--- src/rtl/mdu_issue_ctrl_if.sv ---
// Bundle of EX-stage, MDU and result signals seen by the MDU issue sequencer.
//
// Handshake semantics: an EX instruction is offered while ex_valid_i is high
// and is held stable by the pipeline for as long as ex_stall_o is high. A result
// is presented with res_valid_o and is held, unchanged, until the pipeline
// reports pipe_advance_i (or kills it with flush_i). The MDU side is a
// fire-and-wait protocol: mdu_start_o pulses for one cycle with operands held on
// mdu_op_o/mdu_a_o/mdu_b_o, and mdu_done_i pulses once with mdu_result_i.
interface mdu_issue_ctrl_if #(
    parameter int XLEN = 32
) ();
    logic            ex_valid_i;
    logic [1:0]      chip_select_i;
    logic [2:0]      mdu_op_i;
    logic [XLEN-1:0] rs1_i;
    logic [XLEN-1:0] rs2_i;
    logic            pipe_advance_i;
    logic            flush_i;
    logic            mdu_start_o;
    logic [2:0]      mdu_op_o;
    logic [XLEN-1:0] mdu_a_o;
    logic [XLEN-1:0] mdu_b_o;
    logic            mdu_done_i;
    logic [XLEN-1:0] mdu_result_i;
    logic            ex_stall_o;
    logic            res_valid_o;
    logic [XLEN-1:0] res_o;
    logic            timeout_o;
    logic [1:0]      dbg_state_o;   // 0 IDLE, 1 BUSY, 2 DONE, 3 DRAIN

    // Sequencer side.
    modport slave (
        input  ex_valid_i, chip_select_i, mdu_op_i, rs1_i, rs2_i,
        input  pipe_advance_i, flush_i, mdu_done_i, mdu_result_i,
        output mdu_start_o, mdu_op_o, mdu_a_o, mdu_b_o,
        output ex_stall_o, res_valid_o, res_o, timeout_o, dbg_state_o
    );

    // Pipeline / MDU side.
    modport master (
        output ex_valid_i, chip_select_i, mdu_op_i, rs1_i, rs2_i,
        output pipe_advance_i, flush_i, mdu_done_i, mdu_result_i,
        input  mdu_start_o, mdu_op_o, mdu_a_o, mdu_b_o,
        input  ex_stall_o, res_valid_o, res_o, timeout_o, dbg_state_o
    );
endinterface

--- src/rtl/mdu_issue_ctrl.sv ---
// EX-stage sequencer for the multi-cycle multiply/divide unit.
// Latches operands, pulses the MDU start, stalls EX until a result exists and
// holds it until the pipeline advances. RV32M divide corner cases are answered
// locally without touching the MDU. Flushed operations are drained, and a
// watchdog turns an MDU hang into a zero result plus a sticky flag.
module mdu_issue_ctrl #(
    parameter int XLEN    = 32,
    parameter int TIMEOUT = 64
) (
    input  logic            clk,
    input  logic            rst,
    mdu_issue_ctrl_if.slave bus
);

    localparam int WD_W = $clog2(TIMEOUT + 1);

    localparam logic [2:0] OP_DIV  = 3'b100;
    localparam logic [2:0] OP_DIVU = 3'b101;
    localparam logic [2:0] OP_REM  = 3'b110;
    localparam logic [2:0] OP_REMU = 3'b111;

    typedef enum logic [1:0] {
        S_IDLE  = 2'd0,
        S_BUSY  = 2'd1,
        S_DONE  = 2'd2,
        S_DRAIN = 2'd3
    } state_t;

    state_t          r_state;
    state_t          w_state_nxt;

    logic            r_start;
    logic [2:0]      r_op;
    logic [XLEN-1:0] r_a;
    logic [XLEN-1:0] r_b;
    logic [XLEN-1:0] r_res;
    logic            r_timeout;
    logic [WD_W-1:0] r_wd;

    logic            w_req;
    logic            w_rs2_zero;
    logic            w_ovf;
    logic            w_special;
    logic [XLEN-1:0] w_special_res;
    logic            w_wd_expire;
    logic            w_accept;
    logic            w_busy_done;
    logic            w_busy_expire;
    logic            w_drain_expire;
    logic            w_enter_wd;
    logic            w_stall;
    logic            w_res_valid;

    assign w_req       = bus.ex_valid_i && (bus.chip_select_i == 2'b01) && !bus.flush_i;
    assign w_rs2_zero  = (bus.rs2_i == '0);
    // Signed overflow: most negative value divided by -1.
    assign w_ovf       = (bus.rs1_i == {1'b1, {(XLEN-1){1'b0}}}) && (bus.rs2_i == '1);
    assign w_wd_expire = (r_wd == WD_W'(TIMEOUT - 1));

    // Decode divide corner cases that are answered without the MDU.
    always_comb begin
        w_special     = 1'b0;
        w_special_res = '0;
        case (bus.mdu_op_i)
            OP_DIV: begin
                if (w_rs2_zero) begin
                    w_special     = 1'b1;
                    w_special_res = '1;
                end else if (w_ovf) begin
                    w_special     = 1'b1;
                    w_special_res = bus.rs1_i;
                end
            end
            OP_DIVU: begin
                if (w_rs2_zero) begin
                    w_special     = 1'b1;
                    w_special_res = '1;
                end
            end
            OP_REM: begin
                if (w_rs2_zero) begin
                    w_special     = 1'b1;
                    w_special_res = bus.rs1_i;
                end else if (w_ovf) begin
                    w_special     = 1'b1;
                    w_special_res = '0;
                end
            end
            OP_REMU: begin
                if (w_rs2_zero) begin
                    w_special     = 1'b1;
                    w_special_res = bus.rs1_i;
                end
            end
            default: begin
                w_special     = 1'b0;
                w_special_res = '0;
            end
        endcase
    end

    // Qualified events used by both the FSM and the datapath.
    assign w_accept       = (r_state == S_IDLE) && w_req;
    assign w_busy_done    = (r_state == S_BUSY) && bus.mdu_done_i && !bus.flush_i;
    assign w_busy_expire  = (r_state == S_BUSY) && !bus.mdu_done_i && !bus.flush_i && w_wd_expire;
    assign w_drain_expire = (r_state == S_DRAIN) && !bus.mdu_done_i && w_wd_expire;
    assign w_enter_wd     = ((w_state_nxt == S_BUSY) || (w_state_nxt == S_DRAIN)) &&
                            (w_state_nxt != r_state);

    // State register.
    always_ff @(posedge clk) begin
        if (rst) r_state <= S_IDLE;
        else     r_state <= w_state_nxt;
    end

    // Next-state logic; in BUSY a done beats a flush beats the watchdog.
    always_comb begin
        w_state_nxt = r_state;
        case (r_state)
            S_IDLE: begin
                if (w_req) w_state_nxt = w_special ? S_DONE : S_BUSY;
            end
            S_BUSY: begin
                if (bus.mdu_done_i)   w_state_nxt = bus.flush_i ? S_IDLE : S_DONE;
                else if (bus.flush_i) w_state_nxt = S_DRAIN;
                else if (w_wd_expire) w_state_nxt = S_DONE;
            end
            S_DONE: begin
                if (bus.flush_i || bus.pipe_advance_i) w_state_nxt = S_IDLE;
            end
            S_DRAIN: begin
                if (bus.mdu_done_i || w_wd_expire) w_state_nxt = S_IDLE;
            end
            default: w_state_nxt = S_IDLE;
        endcase
    end

    // State-decoded outputs: stall while accepting, busy, or holding a new op behind a drain.
    always_comb begin
        w_stall     = 1'b0;
        w_res_valid = 1'b0;
        case (r_state)
            S_IDLE:  w_stall     = w_req;
            S_BUSY:  w_stall     = 1'b1;
            S_DONE:  w_res_valid = 1'b1;
            S_DRAIN: w_stall     = w_req;
            default: begin
                w_stall     = 1'b0;
                w_res_valid = 1'b0;
            end
        endcase
    end

    // Operand latch, start pulse and result capture.
    always_ff @(posedge clk) begin
        if (rst) begin
            r_start <= 1'b0;
            r_op    <= '0;
            r_a     <= '0;
            r_b     <= '0;
            r_res   <= '0;
        end else begin
            r_start <= w_accept && !w_special;
            if (w_accept) begin
                if (w_special) begin
                    r_res <= w_special_res;
                end else begin
                    r_op <= bus.mdu_op_i;
                    r_a  <= bus.rs1_i;
                    r_b  <= bus.rs2_i;
                end
            end
            if (w_busy_done)        r_res <= bus.mdu_result_i;
            else if (w_busy_expire) r_res <= '0;
        end
    end

    // Watchdog: restarts on BUSY/DRAIN entry, counts while there, flag is sticky.
    always_ff @(posedge clk) begin
        if (rst) begin
            r_wd      <= '0;
            r_timeout <= 1'b0;
        end else begin
            if (w_enter_wd) begin
                r_wd <= '0;
            end else if ((r_state == S_BUSY) || (r_state == S_DRAIN)) begin
                if (!w_wd_expire) r_wd <= r_wd + 1'b1;
            end
            if (w_busy_expire || w_drain_expire) r_timeout <= 1'b1;
        end
    end

    assign bus.mdu_start_o = r_start;
    assign bus.mdu_op_o    = r_op;
    assign bus.mdu_a_o     = r_a;
    assign bus.mdu_b_o     = r_b;
    assign bus.ex_stall_o  = w_stall;
    assign bus.res_valid_o = w_res_valid;
    assign bus.res_o       = r_res;
    assign bus.timeout_o   = r_timeout;
    assign bus.dbg_state_o = r_state;

endmodule

--- src/flat_wrapper.sv ---
// flat-port wrapper written by rule: the top's interface ports become plain ports
module mdu_issue_ctrl_flat 
#(
    parameter int XLEN    = 32,
    parameter int TIMEOUT = 64
)
  (clk, rst, bus_ex_valid_i, bus_chip_select_i, bus_mdu_op_i, bus_rs1_i, bus_rs2_i, bus_pipe_advance_i, bus_flush_i, bus_mdu_done_i, bus_mdu_result_i, bus_mdu_start_o, bus_mdu_op_o, bus_mdu_a_o, bus_mdu_b_o, bus_ex_stall_o, bus_res_valid_o, bus_res_o, bus_timeout_o, bus_dbg_state_o);
  mdu_issue_ctrl_if #(.XLEN(XLEN)) bus_i ();
  input  logic clk;
  input  logic rst;
  input wire logic [$bits(bus_i.ex_valid_i)-1:0] bus_ex_valid_i;
  input wire logic [$bits(bus_i.chip_select_i)-1:0] bus_chip_select_i;
  input wire logic [$bits(bus_i.mdu_op_i)-1:0] bus_mdu_op_i;
  input wire logic [$bits(bus_i.rs1_i)-1:0] bus_rs1_i;
  input wire logic [$bits(bus_i.rs2_i)-1:0] bus_rs2_i;
  input wire logic [$bits(bus_i.pipe_advance_i)-1:0] bus_pipe_advance_i;
  input wire logic [$bits(bus_i.flush_i)-1:0] bus_flush_i;
  input wire logic [$bits(bus_i.mdu_done_i)-1:0] bus_mdu_done_i;
  input wire logic [$bits(bus_i.mdu_result_i)-1:0] bus_mdu_result_i;
  output wire logic [$bits(bus_i.mdu_start_o)-1:0] bus_mdu_start_o;
  output wire logic [$bits(bus_i.mdu_op_o)-1:0] bus_mdu_op_o;
  output wire logic [$bits(bus_i.mdu_a_o)-1:0] bus_mdu_a_o;
  output wire logic [$bits(bus_i.mdu_b_o)-1:0] bus_mdu_b_o;
  output wire logic [$bits(bus_i.ex_stall_o)-1:0] bus_ex_stall_o;
  output wire logic [$bits(bus_i.res_valid_o)-1:0] bus_res_valid_o;
  output wire logic [$bits(bus_i.res_o)-1:0] bus_res_o;
  output wire logic [$bits(bus_i.timeout_o)-1:0] bus_timeout_o;
  output wire logic [$bits(bus_i.dbg_state_o)-1:0] bus_dbg_state_o;
  assign bus_i.ex_valid_i = bus_ex_valid_i;
  assign bus_i.chip_select_i = bus_chip_select_i;
  assign bus_i.mdu_op_i = bus_mdu_op_i;
  assign bus_i.rs1_i = bus_rs1_i;
  assign bus_i.rs2_i = bus_rs2_i;
  assign bus_i.pipe_advance_i = bus_pipe_advance_i;
  assign bus_i.flush_i = bus_flush_i;
  assign bus_i.mdu_done_i = bus_mdu_done_i;
  assign bus_i.mdu_result_i = bus_mdu_result_i;
  assign bus_mdu_start_o = bus_i.mdu_start_o;
  assign bus_mdu_op_o = bus_i.mdu_op_o;
  assign bus_mdu_a_o = bus_i.mdu_a_o;
  assign bus_mdu_b_o = bus_i.mdu_b_o;
  assign bus_ex_stall_o = bus_i.ex_stall_o;
  assign bus_res_valid_o = bus_i.res_valid_o;
  assign bus_res_o = bus_i.res_o;
  assign bus_timeout_o = bus_i.timeout_o;
  assign bus_dbg_state_o = bus_i.dbg_state_o;
  mdu_issue_ctrl #(.XLEN(XLEN), .TIMEOUT(TIMEOUT)) u_core (.clk(clk), .rst(rst), .bus(bus_i));
endmodule
--- config.mk ---
export PLATFORM = sky130hd
export DESIGN_NAME = mdu_issue_ctrl_flat
export DESIGN_NICKNAME = d
export VERILOG_FILES = /design/src/rtl/mdu_issue_ctrl_if.sv /design/src/rtl/mdu_issue_ctrl.sv /design/src/flat_wrapper.sv
export SDC_FILE = /design/constraint.sdc
export NUM_CORES = 1
export LEC_CHECK = 0
export ABC_CLOCK_PERIOD_IN_PS = 2930
export CORE_ASPECT_RATIO = 0.5
export CORE_MARGIN = 4
export CORE_UTILIZATION = 30
export CTS_BUF_LIST = sky130_fd_sc_hd__clkbuf_4 sky130_fd_sc_hd__clkbuf_8 sky130_fd_sc_hd__clkbuf_16
export CTS_CLUSTER_DIAMETER = 100
export DETAILED_ROUTE_END_ITERATION = 12
export PLACE_DENSITY = 0.56
export SLEW_MARGIN = 10
export SYNTH_ARGS = -nofsm -noshare
export SYNTH_HDL_FRONTEND = slang
export SYNTH_SLANG_ARGS = --single-unit
--- constraint.sdc ---
create_clock -name clk -period 2.93 [get_ports clk]
set_input_delay 0.586 -clock clk [delete_from_list [all_inputs] [get_ports clk]]
set_output_delay 0.586 -clock clk [all_outputs]
set_load 0.02 [all_outputs]
==> results.env <==
SYNTHESIS.AREA_PER_INSTANCE_UM2=8.23
PLACEMENT.SETUP.WORST_SLACK_NS=-0.308
RESULT_OF_THE_RUN='finished clean'
NUMBER_OF_ANTENNA_VIOLATIONS_AT_THE_FIRST_CHECK_IN_GLOBAL_ROUTING=0
WORSTSETUPENDPOINTTYPE='register'
GRT_START_MAX_NET_PINS=65
GRT_PASS1_WL_MM=29.1
INITIAL_CORE_UTIL=0.305
DIE_X_UM=196
SLEW_HEADROOM=0.493
GRT_SETUP_UNREPAIRED='no'
TRITONCTS='yes'
ROW_COUNT=34
CRITICAL-PATH-MAX-STAGE-DELAY_NS=0.61
DRT_FIRST_ITER_VIOLATIONS=235
NETLIST.AREA_LEADER.SHARE=0.416
COUNT_OF_FLIP_FLOPS_WITH_A_BUILT_IN_ENABLE_AFTER_SYNTHESIS=0
GLOBAL_ROUTE.OVERFLOW_TOTAL=0
GLOBALPLACE.CONGESTION=0.825
POWER.LEAKAGE_nW=3.66
CTS-BUFFERS-INSERTED=9
CLKTRANSATPATHREGS_NS=0.08
LAYOUT_WORST_PATH_CYCLE_SHARE=0.938
NETLIST_TOP_CELLS_AREA='dfxtp_1 42%, mux2i_1 13%, nand2_1 9.9%'
CTS_NUM_SINKS=110
FINAL.SETUP.TNS_NS=0
NETLIST_AREA_MM2=0.00529
ANTENNA_CELLS_INSERTED=0
TIMING.FINAL.HOLD_VIOLATIONS=0
TIGHTESTPINTRANSITION_NS=0.753
MAXSLEWVIOLCOUNT=0
FINALWIRELENGTH_MM=19.1
PLACEABLECOREAREA_MM2=0.0174
YOSYS.AREA.TOP_TYPE='dfxtp_1'
SYNTHFLOPTYPE='dfxtp_1'
CTS.ROOT.BUFFER_CELL='clkbuf_16'
SETUP_VIOLATIONS=0
CLOCK_TREE.HTREE_LEVEL_COUNT=3
MAX_CLOCK_FREQ_MHz=364
CLOCK_LATENCY_AT_THE_LATER_PIN_OF_THE_WORST_SKEW_PAIR_NS=0.35
CRITICAL_PATH_LAUNCH_POINT_TYPE='input pin'
FINAL_CLOCK_SKEW_NS=0.0137
MIN_FROM='u_core.bus.mdu_a_o[13]'
POWER.DENSITY_mW_PER_MM2=500
GRT_USAGE=0.183
VDD_IR_DROP_MAX_V=0.000290
BOUNDARYPINS=212
POST_SYNTH_INST_COUNT=643
AREA_GROWTH_SYN_TO_LAYOUT_PCT=56.2
YS_TYPES=50
POSTSYNTHREGISTERBITS=110
POST_DRT_WL_PER_CELL_UM=17.3
GRT_PASS1_VIAS=5010
WORST_EP_ARRIVAL_TIME_NS=2.99
REG2REG_START='u_core.bus.dbg_state_o[0]'
POST_CTS.REPAIR.SETUP_BUFFERS=0
SYNTHESIS.YOSYS.WARNINGS=0
SYNTH_NETS=756
SYNTHARSTFLOPSHARE=0
PATH_CELLS='clkdlybuf4s50_1 -> or4_1 -> nor4_1 -> nand4_1 -> nor3_4 -> or2_0 -> buf_12 -> a21oi_1'
POST_ROUTE_CELLS_DRIVE_ABOVE_1_SHARE=0.0840
DIE_AREA_MM2=0.0200
AVGVIACOUNTPERCELL=4.78
DR.PASS1.ITERS=4
FINALWORSTSETUPSLACK_NS=0.180
R2R_SETUP_SLACK_NS=0.42
DIE-HEIGHT_UM=102
CRITICAL_PATH_REQUIRED_NS=3.17
CRIT_PATH_LAUNCH='bus_rs1_i[16]'
REG2REGPATHDEPTH=8
HOLD_SLACK_NS=0.459
MIN_PATH_TYPE='reg2reg'
CRITICALPATHCATEGORY='in2reg'
TIMING.CRITICAL_PATH.FANOUT_MAX=31
TOTAL_VIAS_IN_THE_FINAL_ROUTE=5270
FINAL_NETS=977
DETAIL-ROUTE-ANTENNA-NETS=0
DETAILEDPLACEMENTHPWL_MM=14.5
POST_ROUTE_DRC=0
MAXCAPVIOLATIONS=0
TIMING.RR.END='u_core.r_wd[0]'
SYNTH_SEQ_AREA_SHARE=0.416
FINAL.MIN_CLOCK_PERIOD_NS=2.75
PLACE.PORT_BUFFERS=211
CRIT_PATH_END='u_core.bus.res_o[20]'
HIGHEST_DELAY_CELL_ALONG_THE_CRITICAL_PATH='or4_1'
SYNTHMOSTINSTANTIATEDCELL='nand2_1'
CTS_BUFFER_DEPTH=2
MOST_FREQUENT_CELLS_AFTER_SYNTHESIS='140 x nand2_1, 110 x dfxtp_1, 103 x a21oi_1'
[kinds of logic after synthesis]
family / synth area share
DFF: 0.416
adders and majority gates: 0.0142
AOI/OAI and AO/OA: 0.169
muxes: 0.127
xor gates and xnor gates: 0.00827
and+or+nand+nor: 0.191
buffers and inverters: 0.0749
[metrics by stage]
| stage | util | total power [mW] | area [um^2] | instances |
|---|---|---|---|---|
| 4_1_cts | 0.476 | 4.18 | 8260 | 1103 |
| 5_1_grt | 0.476 | 4.34 | 8270 | 1103 |
| 3_3_place_gp | 0.458 | 2.85 | 7940 | 1087 |
| 2_1_floorplan | - | 2.27 | 5290 | 643 |
| 3_5_place_dp | 0.458 | 2.86 | 7940 | 1087 |
| 6_report | 0.476 | 4.14 | 8270 | 1103 |
[repair_timing]
item	CTS	global route
gates resized for setup	0	1
hold buffers	0	0
setup endpoints to repair	0	1
[power breakdown]
| part | switching, mW | total, mW | internal, mW |
|---|---|---|---|
| Combinational | 0.620 | 1.20 | 0.576 |
| Sequential | 0.0529 | 1.64 | 1.58 |
| Clock | 0.593 | 1.30 | 0.709 |
| Total | 1.27 | 4.14 | 2.87 |
[registers in the layout, summed over array words and instances, names as in the netlist]
register	count
u_core.bus.timeout_o	1
u_core.r_wd	7
u_core.bus.mdu_b_o	32
u_core.bus.mdu_a_o	32
u_core.bus.res_o	32
u_core.bus.mdu_op_o	3
u_core.bus.mdu_start_o	1
u_core.bus.dbg_state_o	2
[worst max-delay path, delay by kind of cell]
kind / cells / cell delay, ns
AO/OA/AOI/OAI: 1 / 0.09
buffers and inverters: 2 / 0.62
AND/OR/NAND/NOR: 5 / 1.67
[metal layers]
metal / up-vias / GRT usage / share of wire
li1: 2690 / - / -
met1: 2467 / 0.263 / 0.49
met2: 107 / 0.289 / 0.46
met3: 6 / 0.0385 / 0.042
met4: 0 / 0.0332 / 0.0070
met5: - / 0 / 0
[worst min path at each step]
stage | endpoint | slack [ns] | cells past startpoint
6_report | u_core.bus.mdu_a_o[13] | 0.46 | 2
5_1_grt | u_core.bus.mdu_b_o[4] | 0.48 | 2
4_1_cts | u_core.bus.mdu_a_o[13] | 0.46 | 2
3_5_place_dp | u_core.r_wd[6] | 0.45 | 2
3_3_place_gp | u_core.r_wd[6] | 0.44 | 2
2_1_floorplan | u_core.r_wd[6] | 0.42 | 2
[final cells by class]
cell class / count / area [um^2]
tap: 234 / 293
timing repair buffer: 259 / 2600
inverter: 34 / 130
sequential: 110 / 2200
clock inverter: 5 / 66.3
multi-input combinational: 450 / 2730
fill: 1688 / 9090
clock buffer: 11 / 246
[placed cells by master (no fill, tap or decap), types with 10 or more instances in the layout]
| cell type | instances |
|---|---|
| nor2_1 | 14 |
| a21oi_1 | 103 |
| nor4_1 | 15 |
| nand2_1 | 140 |
| dfxtp_1 | 110 |
| clkdlybuf4s50_1 | 210 |
| buf_4 | 38 |
| nor3_1 | 10 |
| inv_1 | 33 |
| buf_12 | 10 |
| o31ai_1 | 33 |
| mux2i_1 | 67 |
(Power assumes the default switching activity.)
==> patch, RTL diff (same flow settings) <==
`XLEN` is set to 32 in 3 places; all go to 48.
--- a/src/rtl/mdu_issue_ctrl_if.sv
+++ b/src/rtl/mdu_issue_ctrl_if.sv
@@ -7,7 +7,7 @@
 // fire-and-wait protocol: mdu_start_o pulses for one cycle with operands held on
 // mdu_op_o/mdu_a_o/mdu_b_o, and mdu_done_i pulses once with mdu_result_i.
 interface mdu_issue_ctrl_if #(
-    parameter int XLEN = 32
+    parameter int XLEN = 48
 ) ();
     logic            ex_valid_i;
     logic [1:0]      chip_select_i;
--- a/src/rtl/mdu_issue_ctrl.sv
+++ b/src/rtl/mdu_issue_ctrl.sv
@@ -4,7 +4,7 @@
 // locally without touching the MDU. Flushed operations are drained, and a
 // watchdog turns an MDU hang into a zero result plus a sticky flag.
 module mdu_issue_ctrl #(
-    parameter int XLEN    = 32,
+    parameter int XLEN    = 48,
     parameter int TIMEOUT = 64
 ) (
     input  logic            clk,
--- a/src/flat_wrapper.sv
+++ b/src/flat_wrapper.sv
@@ -1,7 +1,7 @@
 // flat-port wrapper written by rule: the top's interface ports become plain ports
 module mdu_issue_ctrl_flat 
 #(
-    parameter int XLEN    = 32,
+    parameter int XLEN    = 48,
     parameter int TIMEOUT = 64
 )
   (clk, rst, bus_ex_valid_i, bus_chip_select_i, bus_mdu_op_i, bus_rs1_i, bus_rs2_i, bus_pipe_advance_i, bus_flush_i, bus_mdu_done_i, bus_mdu_result_i, bus_mdu_start_o, bus_mdu_op_o, bus_mdu_a_o, bus_mdu_b_o, bus_ex_stall_o, bus_res_valid_o, bus_res_o, bus_timeout_o, bus_dbg_state_o);
Interface: changed (6 resized); port bits go from 212 to 308. The function was not compared with the original's and may differ.
==> patch against the original RTL <==
Routed wire length increased by 65%. Clock skew down 0.0073 ns. Power grew 35%. Synthesized area is 35% higher. Global-route usage rose by 4.7 points. Via count increased by 45%. Final area increased by 45%. Hold slack got worse by 0.00087 ns. Setup slack worse by 0.067 ns. Sequential cell count grew 48. Largest power group unchanged. Core utilization increased by 4.1 points.
==> patch: results <==
# TYPE chip_impl_metric gauge
chip_impl_info{name="status",value="finished, final reports clean"} 1
chip_impl_metric{name="synth.net_count",unit=""} 945
chip_impl_metric{name="detailedPlacementHpwl",unit="um"} 24500
chip_impl_metric{name="peakVddDrop",unit="mV"} 0.243
chip_impl_metric{name="final-clk-cell-share",unit=""} 0.0470
chip_impl_metric{name="detail_route.vias_per_cell",unit=""} 5.13
chip_impl_metric{name="finalClockSkew",unit="ns"} 0.00643
chip_impl_info{name="critPathSlowestCell",value="sky130_fd_sc_hd__or4_4"} 1
chip_impl_metric{name="met1_usage",unit=""} 0.303
chip_impl_metric{name="place.gp.congestion",unit=""} 0.888
chip_impl_metric{name="seq_share",unit=""} 0.265
chip_impl_metric{name="synthAdderAreaFrac",unit=""} 0.0105
chip_impl_metric{name="pwr_density_cell",unit="mW/mm2"} 465
chip_impl_metric{name="post-route-period-util",unit=""} 0.961
chip_impl_metric{name="initial_drt_pass_iterations",unit=""} 5
chip_impl_metric{name="use_met3",unit=""} 0.0364
chip_impl_metric{name="inverters",unit=""} 5
chip_impl_metric{name="die_width",unit="um"} 226
chip_impl_metric{name="first_drt_iteration_drcs",unit=""} 478
chip_impl_metric{name="maximum_number_of_pins_on_one_net_before_global_route_repair",unit=""} 53
chip_impl_metric{name="dr_wl_met3",unit="um"} 1370
chip_impl_metric{name="cts_buffers",unit=""} 17
chip_impl_metric{name="yosys.area_share.xor_xnor",unit=""} 0.00613
chip_impl_metric{name="nNonClkBuffers",unit=""} 432
chip_impl_metric{name="layout-drive-gt1-share",unit=""} 0.144
chip_impl_metric{name="setup_slack_of_the_worst_register_to_register_path",unit="ns"} 0.30
chip_impl_metric{name="fin_worst_hold_slack",unit="ns"} 0.458
chip_impl_metric{name="global_route_usage_sum",unit=""} 0.230
chip_impl_metric{name="synth.mux.area_fraction",unit=""} 0.140
chip_impl_metric{name="totalWireLength",unit="um"} 31500
chip_impl_metric{name="clkLatencyLatePin",unit="ns"} 0.43
## patch: cell count changes after synthesis, sizes merged, moves of 18 or more
cell and change:
nor2 +99, a21oi -98, nand2 -78, a31oi +51
o21ai +49, dfxtp +48, mux2i +33, inv -30
nor4 +18
## patch: path summary, 6_finish.rpt
check / to / startpoint / cells after the start
worst max-delay path: u_core.bus.res_o[7] / bus_rs2_i[38] / 10
worst min-delay path: u_core.r_wd[6] / u_core.r_wd[6] / 2
worst max register to register: u_core.r_wd[5] / u_core.bus.dbg_state_o[0] / 7
worst min register to register: u_core.r_wd[6] / u_core.r_wd[6] / 2
## patch: repair_timing
item | in CTS | in global routing
setup endpoints to repair | 0 | 151
gates resized for setup | 0 | 12
setup buffers | 0 | 3
hold buffers | 0 | 0
## patch: power by group
part           internal, mW  switching [mW]  total, mW  leakage [nW]
clock network          1.33           0.885       2.21         0.279
registers              2.23          0.0529       2.28          1.28
logic                 0.543           0.525       1.07          3.55
total                  4.10            1.46       5.56          5.11
